`config.mk`:
```
export PLATFORM = sky130hd
export DESIGN_NAME = i_mem_prefetch
export DESIGN_NICKNAME = d
export VERILOG_FILES = /design/src/rtl/i_mem_pkg.sv /design/src/rtl/i_mem_pf_fifo.sv /design/src/rtl/i_mem_prefetch.sv
export SDC_FILE = /design/constraint.sdc
export NUM_CORES = 1
export LEC_CHECK = 0
export CORE_UTILIZATION = 55
export CTS_CLUSTER_SIZE = 20
export DETAILED_ROUTE_END_ITERATION = 7
export HOLD_SLACK_MARGIN = 0.06
export PLACE_DENSITY = 0.86
export SYNTH_ARGS = -nofsm -noshare
export SYNTH_HDL_FRONTEND = slang
export SYNTH_HIERARCHICAL = 1
export SYNTH_SLANG_ARGS = --single-unit
```
`constraint.sdc`:
```
create_clock -name clk -period 4.7 [get_ports clk]
set_input_delay 1.175 -clock clk [delete_from_list [all_inputs] [get_ports clk]]
set_output_delay 1.175 -clock clk [all_outputs]
set_load 0.05 [all_outputs]
```
`src/rtl/i_mem_pkg.sv`:
```
// Shared constants, in-flight stage type and a count-width helper for the
// instruction prefetcher and its buffer.
package i_mem_pkg;

  localparam logic [7:0] I_MEM_FILL_BYTE  = 8'h00;
  localparam int         BRAM_LATENCY_MAX = 4;

  typedef struct packed {
    logic vld;
    logic zf;
  } fl_stage_t;

  // A count register must hold the value DEPTH itself, hence the extra bit.
  function automatic int cnt_width(input int depth);
    return $clog2(depth) + 1;
  endfunction

endpackage

```
`src/rtl/i_mem_pf_fifo.sv`:
```
// Byte circular buffer: push at tail, pop at head, flush empties it in one edge.
// Head byte is combinational; the caller guarantees it never pushes while full.
module i_mem_pf_fifo
  import i_mem_pkg::*;
#(
  parameter int DEPTH = 4,
  parameter int CW    = 3
) (
  input  logic          clk,
  input  logic          rst,
  input  logic          i_push,
  input  logic [7:0]    i_push_dat,
  input  logic          i_pop,
  input  logic          i_flush,
  output logic [7:0]    o_head_dat,
  output logic [CW-1:0] o_cnt
);

  localparam int PW = $clog2(DEPTH);

  logic [7:0]    r_mem [DEPTH];
  logic [PW-1:0] r_wr_ptr;
  logic [PW-1:0] r_rd_ptr;
  logic [CW-1:0] r_cnt;
  logic          w_do_push;
  logic          w_do_pop;

  assign w_do_push = i_push && !i_flush;
  assign w_do_pop  = i_pop && !i_flush && (r_cnt != '0);

  always_ff @(posedge clk) begin
    if (w_do_push) r_mem[r_wr_ptr] <= i_push_dat;
  end

  always_ff @(posedge clk) begin
    if (rst || i_flush) begin
      r_wr_ptr <= '0;
      r_rd_ptr <= '0;
      r_cnt    <= '0;
    end else begin
      if (w_do_push) r_wr_ptr <= r_wr_ptr + 1'b1;
      if (w_do_pop)  r_rd_ptr <= r_rd_ptr + 1'b1;
      if (w_do_push && !w_do_pop)      r_cnt <= r_cnt + 1'b1;
      else if (w_do_pop && !w_do_push) r_cnt <= r_cnt - 1'b1;
    end
  end

  assign o_cnt      = r_cnt;
  assign o_head_dat = (r_cnt != '0) ? r_mem[r_rd_ptr] : I_MEM_FILL_BYTE;

endmodule

```
`src/rtl/i_mem_prefetch.sv`:
```
// Sequential instruction prefetcher between a byte fetch port and a BRAM of latency L.
// Hits ack in the request cycle; a jump acks L+2 cycles later; issue stops when credit runs out.
module i_mem_prefetch
  import i_mem_pkg::*;
#(
  parameter int I_ADDR_WIDTH = 16,
  parameter int I_MEM_LENGTH = 1024,
  parameter int BRAM_LATENCY = 1,
  parameter int PF_DEPTH     = 4
) (
  input  logic                    clk,
  input  logic                    rst,
  input  logic                    i_req,
  input  logic [I_ADDR_WIDTH-1:0] i_addr,
  output logic                    i_ack,
  output logic [7:0]              i_rdata,
  output logic                    m_en,
  output logic [I_ADDR_WIDTH-1:0] m_addr,
  input  logic [7:0]              m_rdata
);

  localparam int CW      = cnt_width(PF_DEPTH);
  localparam int ASPACE  = 1 << I_ADDR_WIDTH;
  localparam int MEM_TOP = (I_MEM_LENGTH > ASPACE) ? ASPACE : I_MEM_LENGTH;
  localparam logic [I_ADDR_WIDTH:0] MEM_LIMIT = (I_ADDR_WIDTH+1)'(MEM_TOP);
  localparam logic [CW:0]           CREDITS   = (CW+1)'(PF_DEPTH);

  logic [I_ADDR_WIDTH-1:0] r_ha;
  logic [I_ADDR_WIDTH-1:0] r_nf;
  logic                    r_nf_wrap;
  fl_stage_t               r_fl [BRAM_LATENCY];

  logic [CW-1:0] w_cnt;
  logic [7:0]    w_head;
  logic [CW:0]   w_inflight;
  logic [CW:0]   w_used;
  logic          w_hit;
  logic          w_miss;
  logic          w_credit;
  logic          w_issue;
  logic          w_in_range;
  logic          w_push;
  logic [7:0]    w_push_dat;
  fl_stage_t     w_fl_out;

  assign w_hit  = i_req && (w_cnt != '0) && (i_addr == r_ha);
  assign w_miss = i_req && (i_addr != r_ha);

  // Credit is taken from registered state only, so a pop frees space one cycle later.
  always_comb begin
    w_inflight = '0;
    for (int k = 0; k < BRAM_LATENCY; k++)
      w_inflight = w_inflight + {{CW{1'b0}}, r_fl[k].vld};
  end

  assign w_used     = {1'b0, w_cnt} + w_inflight;
  assign w_credit   = (w_used < CREDITS);
  assign w_issue    = !rst && !w_miss && w_credit;
  assign w_in_range = !r_nf_wrap && ({1'b0, r_nf} < MEM_LIMIT);

  assign w_fl_out   = r_fl[BRAM_LATENCY-1];
  assign w_push     = w_fl_out.vld && !w_miss;
  assign w_push_dat = w_fl_out.zf ? I_MEM_FILL_BYTE : m_rdata;

  // Once the fetch address rolls over the top, it keeps zero-filling until a jump.
  always_ff @(posedge clk) begin
    if (rst) begin
      r_ha      <= '0;
      r_nf      <= '0;
      r_nf_wrap <= 1'b0;
      for (int k = 0; k < BRAM_LATENCY; k++) r_fl[k] <= '0;
    end else if (w_miss) begin
      r_ha      <= i_addr;
      r_nf      <= i_addr;
      r_nf_wrap <= 1'b0;
      for (int k = 0; k < BRAM_LATENCY; k++) r_fl[k] <= '0;
    end else begin
      if (w_hit) r_ha <= r_ha + 1'b1;
      if (w_issue) begin
        r_nf <= r_nf + 1'b1;
        if (&r_nf) r_nf_wrap <= 1'b1;
      end
      r_fl[0] <= '{vld: w_issue, zf: !w_in_range};
      for (int k = 1; k < BRAM_LATENCY; k++) r_fl[k] <= r_fl[k-1];
    end
  end

  i_mem_pf_fifo #(
    .DEPTH (PF_DEPTH),
    .CW    (CW)
  ) u_fifo (
    .clk        (clk),
    .rst        (rst),
    .i_push     (w_push),
    .i_push_dat (w_push_dat),
    .i_pop      (w_hit),
    .i_flush    (w_miss),
    .o_head_dat (w_head),
    .o_cnt      (w_cnt)
  );

  assign m_en    = w_issue && w_in_range;
  assign m_addr  = r_nf;
  assign i_ack   = w_hit && !rst;
  assign i_rdata = rst ? I_MEM_FILL_BYTE : w_head;

endmodule

```
After elaboration in Yosys (flattened, before gate mapping)
Memories as Yosys holds them, arrays and structs flattened. A register that Yosys moved wholly into a read port is not among the register bits.
Cells that the tools add are included.
- bits in registers: 40
- RAM bits: 34
- input port bits: 27
- output and inout port bits: 26
- logic and storage cells: 73
- memories kept: 2
- memory list (memory ; depth ; bits a word ; read ports ; clocked after memory_dff ; write ports ; RTL line ; source):
    u_fifo.r_mem ; 4 ; 8 ; 1 ; 1 ; 1 ; i_mem_pf_fifo.sv:21 ; logic [7:0] r_mem [DEPTH];
    r_fl ; 1 ; 2 ; 1 ; 0 ; 1 ; i_mem_prefetch.sv:31 ; fl_stage_t r_fl [BRAM_LATENCY];
- add/subtract/negate cells: 7
- magnitude comparators: 2
- eq/ne operators: 2
- muxes and demuxes: 25
- reductions and logical operators: 29
- operator list (cell ; count):
    16-bit two-way mux ; 4
    16-bit by 1-bit adder with 16-bit output, second input constant ; 2
    8-bit two-way mux ; 3
    17-bit AND reduction ; 1
    16-bit == test ; 1
    16-bit by 11-bit < comparator with 1-bit output, second input constant ; 1
    16-bit inequality test ; 1
    1-bit logical AND ; 14
    1-bit two-way mux ; 12
    2-bit two-way mux ; 4
    1-bit zero test ; 6
    3-bit two-way mux ; 2
    2-bit nonzero test ; 3
    2-bit OR reduction ; 3
    2-bit by 1-bit adder with 2-bit output, second input constant ; 2
    3-bit by 1-bit adder with 4-bit output ; 1
    4-bit by 3-bit < comparator with 1-bit output, second input constant ; 1
    3-bit by 1-bit adder with 3-bit output, second input constant ; 1
    3-bit nonzero test ; 1
    3-bit by 1-bit subtractor with 3-bit output, second input constant ; 1
    1-bit logical OR ; 1

Depth between registers and ports, before layout
Gate-level depths: netlist of the first run.
- word-level depth: 9
- depth in mapped cells: 14
- gate-level depth less buffers: 12

Hierarchy
The synthesis of the first run kept the hierarchy.
- modules (own cells, without submodules) (module ; instances ; cells each ; area each (µm²)):
    i_mem_prefetch ; 1 ; 289 ; 2301.0
    i_mem_pf_fifo ; 1 ; 97 ; 1660.3

Least setup slack after synthesis of the first run
Ideal clock, no wire load.
- path type: input port to output port
- start: input i_addr[10]
- end: output i_ack
- arrival time: 3.257 ns
- required time: 3.525 ns
- setup slack: 0.268 ns
- cell stages on the path: 5
- path buffers: 1
- path through: xnor2_1 > nand4_2 > or4_1 > buf_2 > nor3_1
- cells in the longest elaborated chain, start to end: 3
- RTL lines (what ; RTL line ; source):
    start: declaration ; i_mem_prefetch.sv:14 ; input logic [I_ADDR_WIDTH-1:0] i_addr,
    16-bit == test ; i_mem_prefetch.sv:46 ; assign w_hit = i_req && (w_cnt != '0) && (i_addr == r_ha);
    1-bit logical AND ; i_mem_prefetch.sv:46 ;
    1-bit logical AND ; i_mem_prefetch.sv:104 ; assign i_ack = w_hit && !rst;
    end: declaration ; i_mem_prefetch.sv:15 ; output logic i_ack,
No other way between the ends.

Final worst setup path of the first run
- start: input i_addr[4]
- end: output i_ack
Same word-level chain as after synthesis.

==> results.sh, run 1 <==
export IMPL_cts_hold_buf=0
export IMPL_nFillCells=476
export IMPL_routed_via_density=6.02
export IMPL_core_sq_um=6870
export IMPL_dp_cells=528
export IMPL_die_h_um=86.9
export IMPL_post_route_period_util_pct=97.4
export IMPL_ys_flop_type="dfxtp_1"
export IMPL_cts_tree="done"
export IMPL_grt_setup_unrepaired="no"
export IMPL_finalHoldViolCount=0
export IMPL_numCtsBuffers=9
export IMPL_setup_slack_ps=122
export IMPL_status="completed"
export IMPL_synthArstFlopShare_pct=0
export IMPL_synth_most_common_cell="dfxtp_1"
export IMPL_fp_dieArea_sq_um=7550
export IMPL_cts_buffer_depth=2
export IMPL_antenna_found_initial=0
export IMPL_hpwl_um=6820
export IMPL_setup_tns_ps=0
export IMPL_ir_drop_mv=0.162
export IMPL_overflow=0
export IMPL_die_w_um=86.9
export IMPL_boundaryPins=53
export IMPL_criticalPathCategory="input pin to output pin"
export IMPL_drc_errors=0
export IMPL_synth_area_leaders="edfxtp_1, dfxtp_1, xnor2_1"
export IMPL_layoutNonFillerInstCount=544
export IMPL_power_leakage_nw=1.64
export IMPL_synth_cells=386
export IMPL_hp_class="flip-flop to flip-flop"
export IMPL_insertion_delay_ps=350
export IMPL_cts_setup_buffers=0
export IMPL_drt_wl_total_um=9770
export IMPL_ys_seq_area_share_pct=47.0
export IMPL_period_minus_slack_ps=4580
export IMPL_synth_compound_area_share_pct=11.6
export IMPL_ys_top_cells_by_count="dfxtp_1, edfxtp_1, nand2_1, nor2b_1, nor2_1"
export IMPL_regArea_sq_um=1860
export IMPL_grt_max_degree=45
export IMPL_cts_htree_levels=3
export IMPL_cp_max_fo=6
export IMPL_worstSetupStartpoint="i_addr[4]"
export IMPL_synth_xor_area_share_pct=8.62
export IMPL_synth_edf_count=34
export IMPL_syn_to_final_growth_pct=23.7
export IMPL_syn_area_sq_um=3960
export IMPL_cts_root_buf="clkbuf_8"
export IMPL_layout_nets=478
export IMPL_first_iter_violations=282
export IMPL_synth_cell_type_count=50
export IMPL_stdcell_area_sq_um=4900
export IMPL_cts_sinks=76
export IMPL_power_mw=1.46
export IMPL_drt_pass1_iterations=5
export IMPL_row_count=30
export IMPL_antenna_cells=0
export IMPL_synth_area_mux_share_pct=5.31
export IMPL_reg2reg_from="u_fifo/o_cnt[0]$_SDFFE_PP0P_"
export IMPL_synth_top_cell_by_area="edfxtp_1"
export IMPL_synthAdderAreaFrac_pct=2.72
export IMPL_finalSetupViolations=0
export IMPL_avgSynthCellArea_sq_um=10.3
export IMPL_drv_slew=0
export IMPL_tightest_slew_ps=1300
export IMPL_synth_seq_cells=76
export IMPL_pre_cts_slack_ps=131
export IMPL_place_congestion=0.926
export IMPL_maxCapViolations=0
export IMPL_ys_warn_count=6
export IMPL_crit_end="i_ack"
export IMPL_critical_path_arrival_ps=3400
export IMPL_drive_gt1_share_pct=12.1
export IMPL_crit_required_ps=3520
export IMPL_cts_resized=0
export IMPL_r2r_end="u_fifo/o_cnt[2]$_SDFFE_PP0P_"
export IMPL_portBuffers=52
export IMPL_finClkSkew_ps=9.49
export IMPL_synth_simple_area_share_pct=21.4
export IMPL_synth_top_family_by_area="simple AND/OR/NAND/NOR gates"
export IMPL_power_density_nw_per_um2=297
export IMPL_start_util_pct=57.7
export IMPL_endpoint_kind="output pin"
export IMPL_multiInputGateArea_sq_um=1970
export IMPL_ff2ff_setup_slack_ps=1290
export IMPL_drtAntennaViolNets=0
export IMPL_r2r_cells=10
export IMPL_path_clk_slew_ps=80
export IMPL_fin_hold_ws_ps=515
export IMPL_grtUsageTotal_pct=27.9
export IMPL_placed_area_sq_um=4700
export IMPL_grt_pass1_vias=3142
export IMPL_clock_fmax_ghz=0.218
export IMPL_critPathLaunchType="input pin"
export IMPL_yosysTopAreaCellShare_pct=25.8
export IMPL_finish_utilization_pct=71.3
export IMPL_wl_per_cell_um=18.0
export IMPL_grt_pass1_wl_um=15800
export IMPL_max_slew_margin_pct=12.4
export IMPL_dr_total_vias=3276
critical path: stages:
cell             delay, ps
clkdlybuf4s50_1        600
xnor2_4                140
nand4_2                170
or4_1                  690
nor3_1                 310
buf_4                  180
buf_12                 120
cell families after synthesis:
group           after synthesis
other cells                   1
xor+xnor                     36
compound gates               66
mux                          11
buf+inv                      28
simple gates                160
fa+ha+maj                     8
flops                        76
per-layer routing:
metal	global-route usage, %	wire [um]	vias to the layer above
met2	45.4	4830	152
met4	10.9	147	0
met5	0	0	-
met1	36.9	4130	1572
met3	5.59	660	20
li1	-	-	1532
flip-flops by register name, indices dropped and copies added, names as in the netlist, named ones only:
register / cells
u_fifo/r_wr_ptr: 2
r_fl: 2
u_fifo/r_mem: 32
r_nf_wrap: 1
r_ha: 16
m_addr: 16
u_fifo/r_rd_ptr: 2
u_fifo/o_cnt: 3
cell type report:
cell class / count / area share, %
Multi-Input combinational cell: 283 / 40.3
Sequential cell: 76 / 38.0
Inverter: 9 / 0.689
Clock buffer: 9 / 2.53
Clock inverter: 7 / 1.56
Tap cell: 96 / 2.45
Timing Repair Buffer: 64 / 14.5
power by group:
group / switching, mW / leakage (nW) / internal, mW / total (mW)
Clock: 0.256 / 0.0974 / 0.248 / 0.504
Combinational: 0.118 / 0.883 / 0.0895 / 0.207
Sequential: 0.0315 / 0.659 / 0.712 / 0.744
cells in the final DEF (no fill, tap or decap), drive strengths merged, types with 17 or more instances in the layout:
master and n:
buf 22, clkdlybuf4s50 42, dfxtp 42, edfxtp 34, nand2 31, nand3 17
nor2 26, nor2b 27, xnor2 23
worst min-delay path by stage:
stage | startpoint | endpoint | slack, ps | cells past startpoint
detailed placement | u_fifo/r_rd_ptr[1]$_SDFFE_PP0P_ | flip-flop | 510 | 2
CTS | r_ha[15]$_SDFFE_PP0P_ | r_ha[15]$_SDFFE_PP0P_ | 520 | 2
finish | u_fifo/r_rd_ptr[1]$_SDFFE_PP0P_ | flip-flop | 520 | 2
floorplan | u_fifo/r_rd_ptr[1]$_SDFFE_PP0P_ | flip-flop | 460 | 2
global route | u_fifo/r_rd_ptr[1]$_SDFFE_PP0P_ | u_fifo/r_rd_ptr[1]$_SDFFE_PP0P_ | 540 | 2
global placement | u_fifo/r_rd_ptr[1]$_SDFFE_PP0P_ | flip-flop | 470 | 2
Power figures use the tool's default switching activity.
==> inputs of run 2 (changes only) <==
--- a/config.mk
+++ b/config.mk
@@ -5,11 +5,12 @@
 export SDC_FILE = /design/constraint.sdc
 export NUM_CORES = 1
 export LEC_CHECK = 0
+export CAP_MARGIN = 0
 export CORE_UTILIZATION = 55
 export CTS_CLUSTER_SIZE = 20
 export DETAILED_ROUTE_END_ITERATION = 7
 export HOLD_SLACK_MARGIN = 0.06
-export PLACE_DENSITY = 0.86
+export PLACE_DENSITY = 0.81
 export SYNTH_ARGS = -nofsm -noshare
 export SYNTH_HDL_FRONTEND = slang
 export SYNTH_HIERARCHICAL = 1
==> results.sh, run 2 (synthesis gave the netlist of run 1 again) <==
export IMPL_crit_required_ps=3520
export IMPL_die_w_um=86.9
export IMPL_criticalPathCategory="input pin to output pin"
export IMPL_insertion_delay_ps=350
export IMPL_period_minus_slack_ps=4390
export IMPL_cts_root_buf="clkbuf_8"
export IMPL_setup_slack_ps=307
export IMPL_grt_max_degree=45
export IMPL_clock_fmax_ghz=0.228
export IMPL_hp_class="flip-flop to flip-flop"
export IMPL_path_cells="clkdlybuf4s50_1 -> xnor2_2 -> nand4_2 -> or4_1 -> nor3_1 -> buf_12"
export IMPL_cts_tree="done"
export IMPL_drv_slew=0
export IMPL_finalSetupViolations=0
export IMPL_critPathLaunchType="input pin"
export IMPL_boundaryPins=53
export IMPL_syn_to_final_growth_pct=23.7
export IMPL_setup_tns_ps=0
export IMPL_largest_register="u_fifo/r_mem"
export IMPL_routed_via_density=5.82
export IMPL_max_slew_margin_pct=48.1
export IMPL_row_count=30
export IMPL_layoutNonFillerInstCount=543
export IMPL_antenna_found_initial=0
export IMPL_cts_resized=0
export IMPL_grt_pass1_vias=3103
export IMPL_pre_cts_slack_ps=201
export IMPL_final_cell_mix="clkdlybuf4s50_1, dfxtp_1, edfxtp_1"
export IMPL_first_iter_violations=167
export IMPL_post_route_period_util_pct=93.5
export IMPL_largest_reg_flops=32
export IMPL_max_stage_delay_ps=610
export IMPL_cts_setup_buffers=0
export IMPL_cts_htree_levels=3
export IMPL_layout_nets=477
export IMPL_power_density_nw_per_um2=299
export IMPL_cp_max_fo=3
export IMPL_grt_pass1_wl_um=15800
export IMPL_wl_per_cell_um=18.0
export IMPL_cts_hold_buf=0
export IMPL_finClkSkew_ps=11.5
export IMPL_maxCapViolations=0
export IMPL_drc_errors=0
export IMPL_antenna_cells=0
export IMPL_tightest_slew_ps=771
export IMPL_fp_dieArea_sq_um=7550
export IMPL_core_sq_um=6870
export IMPL_path_clk_slew_ps=80
export IMPL_portBuffers=52
export IMPL_ir_drop_mv=0.241
export IMPL_dr_total_vias=3158
export IMPL_nFillCells=502
export IMPL_place_congestion=0.886
export IMPL_dp_cells=527
export IMPL_crit_slowest_cell="clkdlybuf4s50_1"
export IMPL_drt_wl_total_um=9770
export IMPL_grt_setup_unrepaired="no"
export IMPL_finalHoldViolCount=0
export IMPL_power_mw=1.46
export IMPL_cpLargestDelayFamily="simple AND/OR/NAND/NOR gates"
export IMPL_power_leakage_nw=1.63
export IMPL_die_h_um=86.9
export IMPL_grtUsageTotal_pct=28.0
export IMPL_overflow=0
export IMPL_hpwl_um=6910
export IMPL_cts_buffer_depth=2
export IMPL_crit_buf_inv=2
export IMPL_drtAntennaViolNets=0
export IMPL_drt_pass1_iterations=4
export IMPL_numCtsBuffers=9
export IMPL_drive_gt1_share_pct=12.1
export IMPL_endpoint_kind="output pin"
export IMPL_cts_sinks=76
export IMPL_start_util_pct=57.7
export IMPL_status="completed"
export IMPL_critical_path_arrival_ps=3220
## run 2: final timing paths
check                                       to                            start  cells after the start  slack [ps]
hold reg to reg                      flip-flop  u_fifo/r_rd_ptr[1]$_SDFFE_PP0P_                      2         500
setup / recovery                         i_ack                        i_addr[5]                      6         310
hold / removal                       flip-flop  u_fifo/r_rd_ptr[1]$_SDFFE_PP0P_                      2         500
setup reg to reg  u_fifo/o_cnt[2]$_SDFFE_PP0P_             r_ha[4]$_SDFFE_PP0P_                     11        1340
## run 2: final cells by class
cell class | instances | area (sq um) | area share, %
Multi-Input combinational cell | 283 | 1970 | 40.3
Sequential cell | 76 | 1860 | 38.0
Timing Repair Buffer | 63 | 703 | 14.4
Clock buffer | 9 | 124 | 2.53
Tap cell | 96 | 120 | 2.45
Clock inverter | 7 | 82.6 | 1.69
Inverter | 9 | 33.8 | 0.690
## run 2: tightest hold or removal path, stage by stage (launching register included)
cell,delay (ps)
dfxtp_1,310
o21ai_0,70
a21oi_1,70
## run 2: metal layers
layer | vias to the layer above | global-route usage, % | part of all wire (%)
met2 | 108 | 46.7 | 50
met3 | 19 | 3.41 | 4.8
met4 | 0 | 13.9 | 3.1
met5 | - | 0 | 0
met1 | 1493 | 36.1 | 42
li1 | 1538 | - | -
## run 2: metrics by stage
step | area, sq um | util (%) | hold WS, ps
finish | 4900 | 71.3 | 504
global route | 4900 | 71.3 | 542
CTS | 4900 | 71.3 | 516
detailed placement | 4690 | 68.3 | 504
global placement | 4690 | 68.3 | 468
floorplan | 3970 | - | 459
## run 2: power by group
part	internal, mW	total (mW)	switching [mW]
registers	0.712	0.743	0.0310
clock network	0.253	0.514	0.260
logic	0.0893	0.207	0.118
total	1.06	1.46	0.410
==> inputs of run 3 (changes only) <==
--- a/config.mk
+++ b/config.mk
@@ -5,12 +5,13 @@
 export SDC_FILE = /design/constraint.sdc
 export NUM_CORES = 1
 export LEC_CHECK = 0
+export ABC_AREA = 1
 export CAP_MARGIN = 0
-export CORE_UTILIZATION = 55
+export CORE_UTILIZATION = 57
 export CTS_CLUSTER_SIZE = 20
 export DETAILED_ROUTE_END_ITERATION = 7
 export HOLD_SLACK_MARGIN = 0.06
-export PLACE_DENSITY = 0.81
+export PLACE_DENSITY = 0.82
 export SYNTH_ARGS = -nofsm -noshare
 export SYNTH_HDL_FRONTEND = slang
 export SYNTH_HIERARCHICAL = 1
==> results.sh, run 3 <==
export IMPL_status="completed"
export IMPL_die_h_um=91.8
export IMPL_swShare_pct=28.6
export IMPL_start_util_pct=59.2
export IMPL_p_int_mw=1.04
export IMPL_grt_setup_unrepaired="no"
export IMPL_cts_root_buf="clkbuf_8"
export IMPL_drtAntennaViolNets=0
export IMPL_hp_class="flip-flop to flip-flop"
export IMPL_insertion_delay_ps=360
export IMPL_grt_pass1_vias=4049
export IMPL_synth_area_leaders="edfxtp_1, dfxtp_1, nand2_1"
export IMPL_layout_commonest_cell="nand2_1"
export IMPL_antenna_cells=0
export IMPL_hold_path_end="r_nf_wrap$_SDFFE_PN0P_"
export IMPL_boundaryPins=53
export IMPL_ff2ff_setup_slack_ps=1750
export IMPL_synth_seq_cells=76
export IMPL_finClkSkew_ps=8.47
export IMPL_cts_setup_buffers=0
export IMPL_cts_tree="done"
export IMPL_tightest_slew_ps=806
export IMPL_antenna_found_initial=0
export IMPL_seqPwrFrac_pct=50.8
export IMPL_grtUsageTotal_pct=28.9
export IMPL_ir_drop_mv=0.160
export IMPL_synth_top_cell_by_area="edfxtp_1"
export IMPL_path_clk_slew_ps=70
export IMPL_setup_tns_ps=0
export IMPL_combPwrFrac_pct=15.4
export IMPL_routed_via_density=5.45
export IMPL_die_w_um=91.8
export IMPL_r2r_end="u_fifo/o_cnt[2]$_SDFFE_PP0P_"
export IMPL_cpLargestDelayFamily="simple AND/OR/NAND/NOR gates"
export IMPL_worstHoldPathCells=2
export IMPL_yosysTopAreaCellShare_pct=22.2
export IMPL_hpwl_um=8330
export IMPL_layout_nets=748
export IMPL_ys_seq_area_share_pct=40.5
export IMPL_path_cells="clkdlybuf4s50_1 -> inv_1 -> nand2_1 -> nand2_1 -> nor2_1 -> nand2_1 -> nor2_2 -> nand2_4 -> nand2_4 -> inv_2 -> nor2_4 -> nand2_1 -> nor2_1 -> buf_12"
export IMPL_power_density_nw_per_um2=271
export IMPL_portBuffers=52
export IMPL_synth_area_mux_share_pct=0
export IMPL_largest_reg_flops=32
export IMPL_ys_top_cells_by_count="nand2_1, nor2_1, inv_1, nand3_1, dfxtp_1"
export IMPL_clkPwrFrac_pct=33.8
export IMPL_drive_gt1_share_pct=5.85
export IMPL_core_sq_um=7770
export IMPL_drt_wl_total_um=11600
export IMPL_synthArstFlopShare_pct=0
export IMPL_syn_area_sq_um=4600
export IMPL_cts_hold_buf=0
export IMPL_cts_resized=0
export IMPL_ys_flop_type="dfxtp_1"
export IMPL_largest_register="u_fifo/r_mem"
export IMPL_first_iter_violations=246
export IMPL_period_minus_slack_ps=4390
export IMPL_max_slew_margin_pct=46.1
export IMPL_drc_errors=0
export IMPL_crit_required_ps=3520
export IMPL_post_route_period_util_pct=93.4
export IMPL_grt_pass1_wl_um=18800
export IMPL_crit_buf_inv=4
export IMPL_grt_max_degree=52
export IMPL_dp_cells=804
export IMPL_fp_dieArea_sq_um=8430
export IMPL_critPathLaunchType="input pin"
export IMPL_synth_xor_area_share_pct=3.24
export IMPL_reg2reg_from="r_ha[10]$_SDFFE_PP0P_"
export IMPL_synthAdderAreaFrac_pct=2.34
export IMPL_cts_sinks=76
export IMPL_overflow=0
export IMPL_max_stage_delay_ps=500
export IMPL_criticalPathCategory="input pin to output pin"
export IMPL_endpoint_kind="output pin"
export IMPL_syn_to_final_growth_pct=16.5
export IMPL_finalHoldViolCount=0
export IMPL_pre_cts_slack_ps=324
export IMPL_synth_cells=666
export IMPL_drv_slew=0
export IMPL_ys_warn_count=6
export IMPL_r2r_cells=21
export IMPL_cp_max_fo=18
export IMPL_finalSetupViolations=0
export IMPL_maxCapViolations=0
export IMPL_synth_simple_area_share_pct=34.4
export IMPL_synth_cell_type_count=32
export IMPL_min_from="r_nf_wrap$_SDFFE_PN0P_"
export IMPL_cts_buffer_depth=2
export IMPL_synth_most_common_cell="nand2_1"
export IMPL_cts_htree_levels=3
export IMPL_power_leakage_nw=2.30
export IMPL_crit_slowest_cell="clkdlybuf4s50_1"
export IMPL_wl_per_cell_um=14.1
export IMPL_dr_total_vias=4473
export IMPL_numCtsBuffers=9
export IMPL_setup_slack_ps=309
export IMPL_place_congestion=0.950
export IMPL_nFillCells=678
export IMPL_avgSynthCellArea_sq_um=6.90
export IMPL_finish_utilization_pct=68.9
export IMPL_clock_fmax_ghz=0.228
export IMPL_switching_power_mw=0.416
export IMPL_layoutNonFillerInstCount=820
export IMPL_row_count=32
export IMPL_crit_top_cell="nand2_1"
export IMPL_drt_pass1_iterations=5
export IMPL_critical_path_arrival_ps=3220
export IMPL_synth_compound_area_share_pct=8.79
export IMPL_synth_edf_count=34
export IMPL_synth_top_family_by_area="simple AND/OR/NAND/NOR gates"
export IMPL_final_cell_mix="nand2_1, nor2_1, inv_1"
==> run 3: cell types whose count changed after synthesis, sizes merged, moves of 13 or more <==
cell and change:
a211oi -13, a21oi +21, buf +14, inv +80, nand2 +162, nand3 +43
nor2 +77, nor2b -27, o211ai +14, o21ai +13, xnor2 -22
==> run 3: layout make-up <==
cell class	instances	area, sq um	share of cell area, %
sequential	76	1860	34.8
tap	102	128	2.38
inverter	90	339	6.33
timing repair buffer	59	588	11.0
clock inverter	6	63.8	1.19
clock buffer	10	128	2.38
multi-input combinational	477	2250	42.0
==> run 3: cell families after synthesis <==
kind of cell,count (synthesis)
AND/OR/NAND/NOR,378
flip-flops,76
AO/OA/AOI/OAI,72
XOR/XNOR,17
adder cells (fa/ha/maj),8
other,1
buffers and inverters,114
==> run 3: tightest hold or removal path: cells and delay by family, from the launching register on <==
| family | cells | cell delay (ps) |
|---|---|---|
| DFF | 1 | 320 |
| buffers and inverters | 1 | 50 |
| AOI/OAI and AO/OA | 1 | 50 |
==> run 3: through the flow <==
| step | power [mW] | hold WS (ps) | instance area, sq um |
|---|---|---|---|
| 6_report | 1.45 | 455 | 5360 |
| 2_1_floorplan | 0.895 | 425 | 4600 |
| 5_1_grt | 1.51 | 488 | 5360 |
| 4_1_cts | 1.46 | 459 | 5360 |
| 3_3_place_gp | 0.968 | 441 | 5160 |
| 3_5_place_dp | 0.973 | 447 | 5160 |
==> run 3: routing by layer <==
metal  wire [um]  track usage (%)  vias to the layer above
li1            -                -                     2218
met1        4600             33.8                     2056
met2        5740             50.4                      167
met3         805             6.22                       32
met4         444             13.8                        0
met5           0                0                        -
==> run 3: power groups by stage <==
stage	Sequential (mW)	Combinational, mW	Clock (mW)
2_1_floorplan	0.772	0.122	0
3_3_place_gp	0.752	0.216	0
3_5_place_dp	0.752	0.221	0
4_1_cts	0.737	0.223	0.500
5_1_grt	0.741	0.246	0.525
6_report	0.738	0.223	0.492
==> run 3: how the worst max path moves through the flow <==
| stage | start | to | slack, ps | cells after the start |
|---|---|---|---|---|
| 6_report | i_addr[12] | m_en | 310 | 14 |
| 5_1_grt | i_addr[10] | m_en | 100 | 14 |
| 4_1_cts | i_addr[12] | m_en | 330 | 14 |
| 3_5_place_dp | i_addr[12] | m_en | 320 | 14 |
| 3_3_place_gp | i_addr[11] | m_en | 360 | 14 |
| 2_1_floorplan | i_addr[10] | m_en | 810 | 12 |
